--- config.mk ---
export PLATFORM = sky130hd
export DESIGN_NAME = full_subtractor_64bit_seq
export DESIGN_NICKNAME = d
export VERILOG_FILES = /design/src/rtl/sub_pkg.sv /design/src/rtl/sub_slice.sv /design/src/rtl/full_subtractor_64bit_seq.sv
export SDC_FILE = /design/constraint.sdc
export NUM_CORES = 1
export LEC_CHECK = 0
export ABC_CLOCK_PERIOD_IN_PS = 4900
export BUFFER_PORTS_ARGS = -buffer_cell sky130_fd_sc_hd__buf_2
export CAP_MARGIN = 0
export CORE_MARGIN = 4
export CORE_UTILIZATION = 55
export DETAILED_ROUTE_END_ITERATION = 16
export PLACE_DENSITY = 0.91
export RECOVER_POWER = 50
export SETUP_SLACK_MARGIN = 0.2
export SLEW_MARGIN = 15
export SYNTH_ARGS = -nofsm -noshare
export SYNTH_HDL_FRONTEND = slang
export SYNTH_SLANG_ARGS = --single-unit
--- constraint.sdc ---
create_clock -name clk -period 4.9 [get_ports clk]
set_input_delay 0.98 -clock clk [delete_from_list [all_inputs] [get_ports clk]]
set_output_delay 0.98 -clock clk [all_outputs]
set_load 0.02 [all_outputs]
--- src/rtl/sub_pkg.sv ---
// Shared definitions for the sequential slice-wise subtractor: FSM states,
// default geometry and the slice-counter width helper.
package sub_pkg;

  typedef enum logic [1:0] {
    IDLE = 2'd0,
    RUN  = 2'd1,
    DONE = 2'd2
  } state_t;

  localparam int WIDTH_DEF = 64;
  localparam int SLICE_DEF = 16;

  // Counter needs at least one bit even when a single slice covers the word.
  function automatic int cnt_w(input int n);
    return (n > 1) ? $clog2(n) : 1;
  endfunction

  localparam int NSLICE = WIDTH_DEF / SLICE_DEF;
  localparam int CNT_W  = cnt_w(NSLICE);

endpackage

--- src/rtl/sub_slice.sv ---
// Combinational SLICE-bit subtractor cell: d = a - b - bin, bout set when the
// unsigned result goes negative.
module sub_slice
  import sub_pkg::*;
#(
  parameter int SLICE = SLICE_DEF
) (
  input  logic [SLICE-1:0] a,
  input  logic [SLICE-1:0] b,
  input  logic             bin,
  output logic [SLICE-1:0] d,
  output logic             bout
);

  logic [SLICE:0] diff;

  // The extra top bit of the SLICE+1 wide difference is the borrow.
  assign diff = {1'b0, a} - {1'b0, b} - {{SLICE{1'b0}}, bin};
  assign d    = diff[SLICE-1:0];
  assign bout = diff[SLICE];

endmodule

--- src/rtl/full_subtractor_64bit_seq.sv ---
// Multi-cycle subtractor D = A - B - Bi, one slice per clock LSB first, with a
// start/busy/done handshake. A single sub_slice cell is time-multiplexed.
module full_subtractor_64bit_seq
  import sub_pkg::*;
#(
  parameter int WIDTH = WIDTH_DEF,
  parameter int SLICE = SLICE_DEF
) (
  input  logic             clk,
  input  logic             rst_n,
  input  logic             start,
  input  logic [WIDTH-1:0] A,
  input  logic [WIDTH-1:0] B,
  input  logic             Bi,
  output logic             busy,
  output logic             done,
  output logic [WIDTH-1:0] D,
  output logic             Bo
);

  localparam int NSL = WIDTH / SLICE;
  localparam int CW  = cnt_w(NSL);

  state_t           state_q, state_d;
  logic [WIDTH-1:0] a_q, b_q, d_q;
  logic             brw_q, bo_q;
  logic [CW-1:0]    cnt_q;
  logic [SLICE-1:0] a_s, b_s, d_s;
  logic             bout_s;
  logic             last;

  assign last = (cnt_q == CW'(NSL - 1));

  always_comb begin
    state_d = state_q;
    case (state_q)
      IDLE:    if (start) state_d = RUN;
      RUN:     if (last)  state_d = DONE;
      DONE:    state_d = IDLE;
      default: state_d = IDLE;
    endcase
  end

  // Select the operand slice addressed by the counter.
  always_comb begin
    a_s = '0;
    b_s = '0;
    for (int k = 0; k < NSL; k++) begin
      if (cnt_q == CW'(k)) begin
        a_s = a_q[k*SLICE +: SLICE];
        b_s = b_q[k*SLICE +: SLICE];
      end
    end
  end

  sub_slice #(.SLICE(SLICE)) u_slice (
    .a    (a_s),
    .b    (b_s),
    .bin  (brw_q),
    .d    (d_s),
    .bout (bout_s)
  );

  always_ff @(posedge clk) begin
    if (!rst_n) begin
      state_q <= IDLE;
      a_q     <= '0;
      b_q     <= '0;
      d_q     <= '0;
      brw_q   <= 1'b0;
      bo_q    <= 1'b0;
      cnt_q   <= '0;
    end else begin
      state_q <= state_d;
      if (state_q == IDLE && start) begin
        a_q   <= A;
        b_q   <= B;
        brw_q <= Bi;
        bo_q  <= 1'b0;
        cnt_q <= '0;
      end else if (state_q == RUN) begin
        for (int k = 0; k < NSL; k++) begin
          if (cnt_q == CW'(k)) d_q[k*SLICE +: SLICE] <= d_s;
        end
        brw_q <= bout_s;
        cnt_q <= cnt_q + CW'(1);
        if (last) bo_q <= bout_s;
      end
    end
  end

  assign busy = (state_q == RUN);
  assign done = (state_q == DONE);
  assign D    = d_q;
  assign Bo   = bo_q;

endmodule

==> insert_results.sql, run 1 <==
INSERT INTO impl_metrics (metric_group, metric, value, unit) VALUES
('run_status', 'outcome', 'complete, but fails checks', ''),
('run_status', 'violations', 'max-capacitance violations, max-slew violations', ''),
('detailed_routing', 'average_detailed_routed_wire_length_per_instance', '16.45', 'um'),
('pwr', 'leakagePower', '4.264', 'nW'),
('layout', 'multi_input_area', '4741', 'um^2'),
('global_route', 'largest_net_degree_at_the_start_of_global_routing', '131', ''),
('synthesis', 'synth_cell_types', '54', ''),
('sta', 'timing.final.max_slew_violations', '54', ''),
('sta', 'rsz_0062_raised_after_global_routing', 'false', ''),
('clocking', 'ctsHoldBuffers', '0', ''),
('sta', 'hold_violations', '0', ''),
('clocking', 'cts-root-to-sink-buffers', '2', ''),
('sta', 'fin_crit', '4.386', 'ns'),
('global_route', 'grt_pass1_vias', '8271', ''),
('pwr', 'peakVddDrop', '281.1', 'uV'),
('floorplanning', 'top_level_ports', '199', ''),
('clocking', 'cts.repair_timing.setup_buffer_count', '0', ''),
('clocking', 'post_cts.resized_instances', '0', ''),
('floorplanning', 'core_rows', '46', ''),
('pwr', 'power_density', '396.4', 'nW/um^2'),
('sta', 'fin_ws', '0.5138', 'ns'),
('detailed_routing', 'remaining_number_of_nets_flagged_by_the_antenna_check_after_routing', '0', ''),
('job', 'drv.max_cap_violation_count', '1', ''),
('sta', 'setup_viol', '0', ''),
('sta', 'fin_setup_tns', '0', 'ns'),
('setup_path', 'timing.critical_path.to_type', 'flip-flop', ''),
('place', 'gp_congestion', '0.9413', ''),
('synthesis', 'synth-edff-count', '0', ''),
('layout', 'areaGrowthSynthToFinish', '17.00', '%'),
('detailed_routing', 'drtIter0Drc', '979', ''),
('global_route', 'grt_first_pass_wirelength', '41.59', 'mm'),
('setup_path', 'worstPathCellList', 'buf_2 > nand2b_1 > or2_0 > clkbuf_2 > nand2_1 > a21oi_1', ''),
('floorplanning', 'floorplan.die.height', '137.2', 'um'),
('setup_path', 'critPathCapture', 'a_q[13]', ''),
('global_route', 'number_of_antenna_violations_at_the_first_check_in_global_routing', '0', ''),
('synthesis', 'post_synth.cell_area_avg', '7.408', 'um^2'),
('floorplanning', 'overall_die_width', '137.2', 'um'),
('synthesis', 'synth_sequential_area_ratio', '43.15', '%'),
('setup_path', 'critical-path-slowest-cell', 'sky130_fd_sc_hd__or2_0', ''),
('setup_path', 'r2r_end', 'D[42]', ''),
('setup_path', 'worstPathArrival', '4.75', 'ns'),
('sta', 'worst_pin_slew', '3.015', 'ns'),
('floorplanning', 'start_util', '57.00', '%'),
('clocking', 'cts.root.buffer_cell', 'sky130_fd_sc_hd__clkbuf_16', ''),
('synthesis', 'yosysWarnings', '0', ''),
('place', 'dp_slack', '0.6782', 'ns'),
('sta', 'timing.final.crit_share', '89.51', '%'),
('place', 'port_buffers', '198', ''),
('layout', 'drive_above_1_share', '13.97', '%'),
('setup_path', 'worst_r2r_startpoint', 'cnt_q[1]', ''),
('sta', 'fmax', '228.0', 'MHz'),
('synthesis', 'syn-num-nets', '1406', ''),
('floorplanning', 'placeableCoreArea', '16120', 'um^2'),
('clocking', 'worstSkewPairLatency', '0.44', 'ns'),
('setup_path', 'critical_path.startpoint_type', 'primary input', ''),
('setup_path', 'slowest_delay', '2.18', 'ns'),
('synthesis', 'syn-instance-count', '1240', ''),
('detailed_routing', 'drc', '0', ''),
('layout', 'fillerInstances', '1413', ''),
('synthesis', 'postSynthRegisterBits', '198', ''),
('sta', 'fin_worst_skew', '0.01376', 'ns'),
('place', 'dp_hpwl', '18.90', 'mm'),
('setup_path', 'critical_path_peak_fanout', '53', ''),
('layout', 'finalNonFillerCells', '1605', ''),
('setup_path', 'cp.required', '5.27', 'ns'),
('detailed_routing', 'drt-vias-per-instance', '5.625', ''),
('layout', 'layout.area.seq', '3964', 'um^2'),
('detailed_routing', 'detail_route.wirelength', '26.41', 'mm'),
('setup_path', 'crit_path_start', 'start', ''),
('global_route', 'grt_overflow_total', '0', ''),
('setup_path', 'worst-r2r-setup-slack', '0.55', 'ns');
## report_power, final
group	internal, W	switching (W)	leakage, nW	total, W
Combinational	0.000340	0.000656	2.34	0.000996
Clock	0.000828	0.000674	0.304	0.00150
Sequential	0.00170	0.0000595	1.62	0.00176
## metal layers
metal	vias to the layer above	global-route usage, %	wire length, um
li1	4423	-	-
met1	4079	37.95	11180
met2	467	44.06	12160
met3	59	4.748	2225
met4	0	12.08	841
met5	-	0	0
## Yosys cell counts (4+ instances only)
master	count	area share (%)
sky130_fd_sc_hd__a211oi_1	12	0.98
sky130_fd_sc_hd__a21o_1	4	0.33
sky130_fd_sc_hd__a21oi_1	213	12
sky130_fd_sc_hd__a31oi_1	4	0.27
sky130_fd_sc_hd__and2_1	4	0.27
sky130_fd_sc_hd__buf_1	6	0.25
sky130_fd_sc_hd__buf_2	4	0.22
sky130_fd_sc_hd__clkbuf_1	82	3.4
sky130_fd_sc_hd__dfxtp_1	198	43
sky130_fd_sc_hd__ha_1	32	4.4
sky130_fd_sc_hd__inv_1	34	1.4
sky130_fd_sc_hd__mux2i_1	15	1.6
sky130_fd_sc_hd__nand2_1	366	15
sky130_fd_sc_hd__nand2b_1	6	0.41
sky130_fd_sc_hd__nand3_1	41	2.2
sky130_fd_sc_hd__nand3b_1	8	0.65
sky130_fd_sc_hd__nand4_1	7	0.48
sky130_fd_sc_hd__nor2_1	74	3.0
sky130_fd_sc_hd__nor3_1	5	0.27
sky130_fd_sc_hd__o211ai_1	4	0.33
sky130_fd_sc_hd__o21a_1	4	0.33
sky130_fd_sc_hd__o21ai_0	52	2.8
sky130_fd_sc_hd__o21ai_1	6	0.33
sky130_fd_sc_hd__o311ai_0	4	0.38
sky130_fd_sc_hd__o311ai_1	8	0.76
sky130_fd_sc_hd__or3_1	5	0.34
sky130_fd_sc_hd__xnor2_1	8	0.76
## placed cells by master (no fill, tap or decap), types with 29 or more instances in the layout
cell                         n
sky130_fd_sc_hd__nand2_1   366
sky130_fd_sc_hd__a21oi_1   213
sky130_fd_sc_hd__dfxtp_1   198
sky130_fd_sc_hd__buf_2     132
sky130_fd_sc_hd__nor2_1     73
sky130_fd_sc_hd__clkbuf_1   66
sky130_fd_sc_hd__o21ai_0    52
sky130_fd_sc_hd__nand3_1    41
sky130_fd_sc_hd__inv_1      34
sky130_fd_sc_hd__ha_1       29
## cells by family (layout without fill, tap and decap cells)
logic type / after synthesis / count (layout) / share of synthesized area, %
AND/OR/NAND/NOR: 524 / 524 / 23.35
AO/OA/AOI/OAI: 330 / 330 / 20.54
flip-flops: 198 / 198 / 43.15
buffers and inverters: 128 / 277 / 5.407
adder cells (fa/ha/maj): 34 / 34 / 4.794
multiplexers: 15 / 15 / 1.634
XOR/XNOR: 11 / 11 / 1.131
## through the flow
step                area (um^2)  hold WS [ns]
floorplan                  9186        0.4360
global placement          10200        0.4397
detailed placement        10200        0.4435
CTS                       10840        0.4534
global route              10750        0.4711
finish                    10750        0.4553
## area by class of cell
class                   instances  share of cell area (%)
inverters                      35                   1.246
flip-flops and latches        198                   36.88
multi-input cells             914                   44.11
clock buffers                  17                   3.958
clock inverters                15                   1.932
well taps                     216                   2.515
repair buffers                210                   9.360
## registers in the layout, indices dropped and copies added, names as in the netlist
| name | flops |
|---|---|
| D | 64 |
| state_q | 2 |
| brw_q | 1 |
| cnt_q | 2 |
| Bo | 1 |
| a_q | 64 |
| b_q | 64 |
## critical path, delay by kind of cell
family | cells | cell delay (ns)
buffers and inverters | 2 | 1.09
and+or+nand+nor | 3 | 2.49
AOI/OAI and AO/OA | 1 | 0.19
## worst min path at each step
stage	cells past startpoint	to
4_1_cts	2	D[18]
5_1_grt	2	a_q[62]
3_5_place_dp	2	D[18]
6_report	2	D[18]
2_1_floorplan	2	a_q[48]
3_3_place_gp	2	D[19]
(Power assumes the default switching activity.)
==> run 2: changes to the inputs <==
--- a/config.mk
+++ b/config.mk
@@ -5,7 +5,7 @@
 export SDC_FILE = /design/constraint.sdc
 export NUM_CORES = 1
 export LEC_CHECK = 0
-export ABC_CLOCK_PERIOD_IN_PS = 4900
+export ABC_CLOCK_PERIOD_IN_PS = 4120
 export BUFFER_PORTS_ARGS = -buffer_cell sky130_fd_sc_hd__buf_2
 export CAP_MARGIN = 0
 export CORE_MARGIN = 4
==> constraint.sdc (replaced) <==
create_clock -name clk -period 4.12 [get_ports clk]
set_input_delay 0.824 -clock clk [delete_from_list [all_inputs] [get_ports clk]]
set_output_delay 0.824 -clock clk [all_outputs]
set_load 0.02 [all_outputs]
==> run 2 against run 1 <==
  * The flow still finishes with violations (max-capacitance violations, max-slew violations)
  * Cell count is 0.44% higher
  * Core utilization is 0.81 points higher
  * Hold slack hardly changed
  * Via count is 0.83% higher
  * Non-clock buffer count is 8 higher
  * Largest cell class unchanged
  * Highest routed layer unchanged
==> insert_results.sql, run 2 (synthesized netlist as in run 1, its figures left out) <==
INSERT INTO impl_metrics (metric_group, metric, value, unit) VALUES
('run_status', 'violations', 'max-capacitance violations, max-slew violations', ''),
('global_route', 'layer_carrying_the_most_global_route_usage', 'met2', ''),
('sta', 'setup_viol', '0', ''),
('layout', 'areaGrowthSynthToFinish', '18.41', '%'),
('pwr', 'peakVddDrop', '332.1', 'uV'),
('run_status', 'outcome', 'complete, but fails checks', ''),
('floorplanning', 'overall_die_width', '137.2', 'um'),
('global_route', 'gr-usage-met3', '4.565', '%'),
('setup_path', 'worst-r2r-setup-slack', '0.35', 'ns'),
('sta', 'maxSlewHeadroom', '-67.91', '%'),
('setup_path', 'cp.required', '4.43', 'ns'),
('layout', 'multi_input_area', '4787', 'um^2'),
('place', 'dp_slack', '0.2013', 'ns'),
('setup_path', 'r2r_end', 'D[28]', ''),
('place', 'port_buffers', '198', ''),
('layout', 'diodes', '0', ''),
('sta', 'fmax', '265.0', 'MHz'),
('clocking', 'numCtsBuffers', '17', ''),
('floorplanning', 'placeableCoreArea', '16120', 'um^2'),
('global_route', 'grt_use_met1', '36.92', '%'),
('sta', 'fin_crit', '3.773', 'ns'),
('floorplanning', 'die_area', '18830', 'um^2'),
('setup_path', 'critical_path_peak_fanout', '34', ''),
('global_route', 'largest_net_degree_at_the_start_of_global_routing', '112', ''),
('clocking', 'worstSkewPairLatency', '0.44', 'ns'),
('setup_path', 'timing.critical_path.to_type', 'flip-flop', ''),
('setup_path', 'crit_path_start', 'cnt_q[1]', ''),
('detailed_routing', 'drc', '0', ''),
('detailed_routing', 'drt-vias-per-instance', '5.647', ''),
('global_route', 'combined_global_route_utilization_of_all_metal_layers', '27.25', '%'),
('pwr', 'power_density', '464.1', 'nW/um^2'),
('layout', 'layout.area.seq', '3965', 'um^2'),
('sta', 'fin_setup_tns', '0', 'ns'),
('floorplanning', 'start_util', '57.00', '%'),
('detailed_routing', 'drt_pass1_iterations', '6', ''),
('setup_path', 'worst-setup-path-type', 'flip-flop to flip-flop', ''),
('layout', 'drive_above_1_share', '14.97', '%'),
('job', 'drv.max_cap_violation_count', '1', ''),
('sta', 'worst_pin_slew', '2.519', 'ns'),
('place', 'gp_congestion', '0.9467', ''),
('global_route', 'grt_pass1_vias', '8171', ''),
('layout', 'most_common_cell_after_layout_fill_and_taps_aside', 'sky130_fd_sc_hd__nand2_1', ''),
('layout', 'finalNonFillerCells', '1612', ''),
('setup_path', 'critPathCapture', 'D[28]', ''),
('setup_path', 'ff2ff_path_depth', '17', ''),
('detailed_routing', 'vias', '9103', ''),
('floorplanning', 'top_level_ports', '199', ''),
('clocking', 'cts.reportedPaths.clkPinSlew', '0.07', 'ns'),
('clocking', 'clock_tree_from_tritoncts', 'yes', ''),
('setup_path', 'critical_path.startpoint_type', 'flip-flop', ''),
('global_route', 'groute.layer.met2.usage', '43.60', '%'),
('sta', 'hold_violations', '0', ''),
('sta', 'timing.final.max_slew_violations', '75', ''),
('sta', 'timing.final.crit_share', '91.58', '%'),
('global_route', 'grt_first_pass_wirelength', '40.57', 'mm'),
('setup_path', 'worst_r2r_startpoint', 'cnt_q[1]', ''),
('clocking', 'h-tree-depth', '4', ''),
('place', 'placed_cells', '1580', ''),
('clocking', 'ctsHoldBuffers', '0', ''),
('layout', 'num-nets-final', '1550', ''),
('place', 'dp_hpwl', '19.35', 'mm'),
('clocking', 'cts_num_sinks', '198', ''),
('global_route', 'grt_overflow_total', '0', ''),
('layout', 'fillerInstances', '1352', ''),
('sta', 'rsz_0062_raised_after_global_routing', 'false', ''),
('sta', 'fin_worst_skew', '0.01256', 'ns'),
('pwr', 'leakagePower', '4.334', 'nW'),
('setup_path', 'worstPathArrival', '4.08', 'ns'),
('global_route', 'number_of_antenna_violations_at_the_first_check_in_global_routing', '0', ''),
('floorplanning', 'core_rows', '46', ''),
('detailed_routing', 'average_detailed_routed_wire_length_per_instance', '16.52', 'um'),
('floorplanning', 'floorplan.die.height', '137.2', 'um'),
('clocking', 'cts.root.buffer_cell', 'sky130_fd_sc_hd__clkbuf_16', ''),
('clocking', 'cts-root-to-sink-buffers', '2', ''),
('detailed_routing', 'drtIter0Drc', '852', ''),
('detailed_routing', 'remaining_number_of_nets_flagged_by_the_antenna_check_after_routing', '0', ''),
('sta', 'fin_ws', '0.3470', 'ns'),
('layout', 'highest_count_cells_in_the_layout_ignoring_fill_and_taps', '364 x sky130_fd_sc_hd__nand2_1, 212 x sky130_fd_sc_hd__a21oi_1, 197 x sky130_fd_sc_hd__dfxtp_1', ''),
('detailed_routing', 'detail_route.wirelength', '26.63', 'mm'),
('hold_path', 'hp-class', 'flip-flop to flip-flop', '');
[run 2: cell types whose count changed in the layout (fill, tap and decap cells not counted), moves of 4 or more]
cell	previous run	this run
sky130_fd_sc_hd__buf_4	9	15
sky130_fd_sc_hd__o21ai_0	52	47
sky130_fd_sc_hd__o21ai_1	6	11
sky130_fd_sc_hd__buf_12	1	5
[run 2: what timing repair did]
action	CTS	global route
resized for setup	3	13
endpoints found under the hold margin	0	0
setup endpoints to repair	6	38
buffers inserted	0	1
[run 2: how the worst min path moves through the flow]
stage               startpoint       to  slack [ns]  depth (start not counted)
floorplan              a_q[48]  a_q[48]        0.44                          2
global placement         D[19]    D[19]        0.44                          2
detailed placement       D[34]    D[34]        0.44                          2
CTS                      D[34]    D[34]        0.45                          2
global route             D[50]    D[50]        0.47                          2
finish                   D[51]    D[51]        0.46                          2
[run 2: cell type report]
cell class / count / area share [%]
clock buffer: 18 / 3.945
multi-input combinational: 914 / 44.01
sequential: 198 / 36.45
inverter: 35 / 1.231
tap: 216 / 2.484
timing repair buffer: 218 / 10.31
clock inverter: 13 / 1.576
[run 2: stage by stage]
step	hold slack (ns)	total power (W)	utilization, %	cell area, um^2
3_5_place_dp	0.4442	0.003317	63.96	10310
2_1_floorplan	0.4360	0.002957	-	9186
5_1_grt	0.4701	0.005249	67.50	10880
3_3_place_gp	0.4401	0.003296	63.96	10310
6_report	0.4557	0.005048	67.50	10880
4_1_cts	0.4535	0.005012	67.80	10930
[run 2: report_power, final]
group          switching, W  internal [W]
logic              0.000795      0.000435
clock network      0.000756      0.000965
registers         0.0000704       0.00203
[run 2: layer usage]
metal / up-vias / wire length [um]
met1: 4176 / 11360
met2: 443 / 12270
met5: - / 0
met4: 0 / 685
met3: 45 / 2316
li1: 4439 / -
[run 2: worst max-delay path, stage by stage (launching register included)]
cell                       delay, ns
sky130_fd_sc_hd__dfxtp_1        0.39
sky130_fd_sc_hd__inv_1          0.12
sky130_fd_sc_hd__ha_1           0.23
sky130_fd_sc_hd__buf_12         0.18
sky130_fd_sc_hd__nand2_1        0.08
sky130_fd_sc_hd__nor2_1         0.04
sky130_fd_sc_hd__a21oi_1        0.12
sky130_fd_sc_hd__nor2_1         0.08
sky130_fd_sc_hd__a21oi_2        0.18
sky130_fd_sc_hd__o21ai_0        0.15
sky130_fd_sc_hd__fa_1           0.45
sky130_fd_sc_hd__fa_1           0.46
sky130_fd_sc_hd__a21boi_1       0.21
sky130_fd_sc_hd__o22a_2         0.25
sky130_fd_sc_hd__and3_4         0.22
sky130_fd_sc_hd__o41ai_4        0.07
sky130_fd_sc_hd__xor2_2         0.28
sky130_fd_sc_hd__a21oi_1        0.13
==> run 3: changes to the inputs <==
--- a/config.mk
+++ b/config.mk
@@ -9,9 +9,9 @@
 export BUFFER_PORTS_ARGS = -buffer_cell sky130_fd_sc_hd__buf_2
 export CAP_MARGIN = 0
 export CORE_MARGIN = 4
-export CORE_UTILIZATION = 55
+export CORE_UTILIZATION = 30
 export DETAILED_ROUTE_END_ITERATION = 16
-export PLACE_DENSITY = 0.91
+export PLACE_DENSITY = 0.59
 export RECOVER_POWER = 50
 export SETUP_SLACK_MARGIN = 0.2
 export SLEW_MARGIN = 15
==> run 3 against run 2 <==
  * The run still ends with max-capacitance violations, max-slew violations left
  * Non-clock buffer count grew 2
  * Clock power hardly changed
  * Power is 0.35% higher
  * Cell count increased by 11%
  * Via count down 4.5%
  * Worst setup slack improved by 0.079 ns
  * Core utilization decreased by 30 points
==> insert_results.sql, run 3 (synthesized netlist as in run 1, its figures left out) <==
INSERT INTO impl_metrics (metric_group, metric, value, unit) VALUES
('layout', 'most_common_cell_after_layout_fill_and_taps_aside', 'sky130_fd_sc_hd__nand2_1', ''),
('clocking', 'cts.root.buffer_cell', 'sky130_fd_sc_hd__clkbuf_16', ''),
('setup_path', 'critPathCapture', 'D[46]', ''),
('detailed_routing', 'drtIter0Drc', '550', ''),
('layout', 'areaGrowthSynthToFinish', '21.37', '%'),
('sta', 'fin_crit', '3.694', 'ns'),
('setup_path', 'critical_path_peak_fanout', '32', ''),
('setup_path', 'worst_r2r_startpoint', 'cnt_q[1]', ''),
('floorplanning', 'floorplan.die.height', '183.0', 'um'),
('floorplanning', 'overall_die_width', '183.0', 'um'),
('detailed_routing', 'drc', '0', ''),
('hold_path', 'hp-start', 'a_q[61]', ''),
('sta', 'worst_pin_slew', '2.723', 'ns'),
('floorplanning', 'core_rows', '63', ''),
('clocking', 'cts.reportedPaths.clkPinSlew', '0.08', 'ns'),
('run_status', 'violations', 'max-capacitance violations, max-slew violations', ''),
('detailed_routing', 'drt_pass1_iterations', '5', ''),
('setup_path', 'ff2ff_path_depth', '18', ''),
('place', 'gp_congestion', '0.8603', ''),
('place', 'dp_hpwl', '22.01', 'mm'),
('detailed_routing', 'vias', '8695', ''),
('pwr', 'peakVddDrop', '347.4', 'uV'),
('sta', 'timing.final.crit_share', '89.66', '%'),
('clocking', 'numCtsBuffers', '17', ''),
('global_route', 'grt_pass1_vias', '8181', ''),
('setup_path', 'crit_path_start', 'cnt_q[1]', ''),
('floorplanning', 'placeableCoreArea', '29950', 'um^2'),
('setup_path', 'r2r_end', 'D[46]', ''),
('global_route', 'number_of_antenna_violations_at_the_first_check_in_global_routing', '0', ''),
('pwr', 'power_density', '454.4', 'nW/um^2'),
('layout', 'diodes', '0', ''),
('setup_path', 'worstPathArrival', '3.89', 'ns'),
('sta', 'fin_ws', '0.4259', 'ns'),
('floorplanning', 'die_area', '33490', 'um^2'),
('global_route', 'grt_first_pass_wirelength', '44.91', 'mm'),
('setup_path', 'worst-r2r-setup-slack', '0.43', 'ns'),
('clocking', 'h-tree-depth', '4', ''),
('sta', 'maxSlewHeadroom', '-81.51', '%'),
('setup_path', 'critical_path.startpoint_type', 'flip-flop', ''),
('place', 'port_buffers', '198', ''),
('sta', 'rsz_0062_raised_after_global_routing', 'false', ''),
('clocking', 'worstSkewPairLatency', '0.44', 'ns'),
('sta', 'fin_setup_tns', '0', 'ns'),
('sta', 'timing.final.max_slew_violations', '79', ''),
('detailed_routing', 'remaining_number_of_nets_flagged_by_the_antenna_check_after_routing', '0', ''),
('pwr', 'leakagePower', '4.344', 'nW'),
('clocking', 'ctsHoldBuffers', '0', ''),
('setup_path', 'cp.required', '4.32', 'ns'),
('detailed_routing', 'drt-vias-per-instance', '4.860', ''),
('hold_path', 'whs_path_depth', '2', ''),
('detailed_routing', 'detail_route.wirelength', '29.33', 'mm'),
('sta', 'setup_viol', '0', ''),
('clocking', 'clock_tree_from_tritoncts', 'yes', ''),
('global_route', 'largest_net_degree_at_the_start_of_global_routing', '94', ''),
('sta', 'fmax', '270.7', 'MHz'),
('floorplanning', 'start_util', '30.67', '%'),
('sta', 'fin_worst_skew', '0.01329', 'ns'),
('clocking', 'cts-root-to-sink-buffers', '2', ''),
('place', 'dp_slack', '0.2714', 'ns'),
('clocking', 'cts_num_sinks', '198', ''),
('layout', 'highest_count_cells_in_the_layout_ignoring_fill_and_taps', '365 x sky130_fd_sc_hd__nand2_1, 213 x sky130_fd_sc_hd__a21oi_1, 197 x sky130_fd_sc_hd__dfxtp_1', ''),
('job', 'drv.max_cap_violation_count', '1', ''),
('global_route', 'combined_global_route_utilization_of_all_metal_layers', '16.95', '%'),
('detailed_routing', 'average_detailed_routed_wire_length_per_instance', '16.40', 'um'),
('hold_path', 'hp-class', 'flip-flop to flip-flop', ''),
('setup_path', 'timing.critical_path.to_type', 'flip-flop', ''),
('layout', 'fillerInstances', '3218', ''),
('layout', 'drive_above_1_share', '15.30', '%'),
('run_status', 'outcome', 'complete, but fails checks', ''),
('setup_path', 'worst-setup-path-type', 'flip-flop to flip-flop', ''),
('layout', 'num-nets-final', '1552', ''),
('floorplanning', 'top_level_ports', '199', ''),
('sta', 'hold_violations', '0', ''),
('global_route', 'grt_overflow_total', '0', '');
==> run 3: worst min path at each step <==
stage / end / slack [ns]
global route: b_q[20] / 0.48
CTS: D[35] / 0.46
global placement: D[51] / 0.44
detailed placement: D[35] / 0.45
floorplan: a_q[48] / 0.44
finish: a_q[61] / 0.46
==> run 3: timing repair <==
| action | 4_1_cts | 5_1_grt |
|---|---|---|
| setup endpoints to repair | 0 | 46 |
| setup buffers | 0 | 0 |
| gates resized for setup | 0 | 18 |
| hold endpoints to repair | 0 | 0 |
==> run 3: routing by layer <==
metal  track usage, %  vias up  routed length (um)
li1                 -     4447                   -
met2            26.57      264               13090
met5                0        -                   0
met3            2.896       23                1647
met1            24.32     3961               14190
met4            4.261        0                 403
==> run 3: power by group <==
group	internal, W	switching (W)
logic	0.000444	0.000808
clock network	0.000875	0.000839
registers	0.00203	0.0000740
==> run 3: area by class of cell <==
type	instances	area, um^2	share of cell area (%)
timing repair buffer	220	1162	10.43
sequential	198	3965	35.56
clock inverter	15	182.7	1.638
clock buffer	17	425.4	3.816
multi-input combinational	914	4795	43.00
inverter	35	131.4	1.178
tap	390	488.0	4.377
==> run 3: per-stage QoR <==
stage	cells	util, %	power, W	hold WS (ns)	cell area (um^2)
after floorplan	1240	-	0.002957	0.4360	9186
after global placement	1757	35.30	0.003349	0.4389	10570
after detailed placement	1757	35.30	0.003364	0.4458	10570
after CTS	1789	37.33	0.005072	0.4564	11180
after global routing	1789	37.22	0.005327	0.4776	11150
final	1789	37.22	0.005066	0.4559	11150
==> run 3: worst max-delay path, cell delays in order (launching register included) <==
cell and delay (ns):
sky130_fd_sc_hd__dfxtp_1 0.34, sky130_fd_sc_hd__inv_1 0.14, sky130_fd_sc_hd__ha_2 0.24, sky130_fd_sc_hd__buf_12 0.19
sky130_fd_sc_hd__nand2_1 0.07, sky130_fd_sc_hd__nor2_1 0.08, sky130_fd_sc_hd__a21oi_1 0.05, sky130_fd_sc_hd__o21ai_0 0.23
sky130_fd_sc_hd__mux2i_1 0.12, sky130_fd_sc_hd__buf_4 0.16, sky130_fd_sc_hd__ha_1 0.27, sky130_fd_sc_hd__inv_1 0.04
sky130_fd_sc_hd__ha_1 0.40, sky130_fd_sc_hd__a21o_1 0.19, sky130_fd_sc_hd__a21o_1 0.20, sky130_fd_sc_hd__a221oi_2 0.30
sky130_fd_sc_hd__nand3b_1 0.20, sky130_fd_sc_hd__nand3b_1 0.14, sky130_fd_sc_hd__a21oi_1 0.07
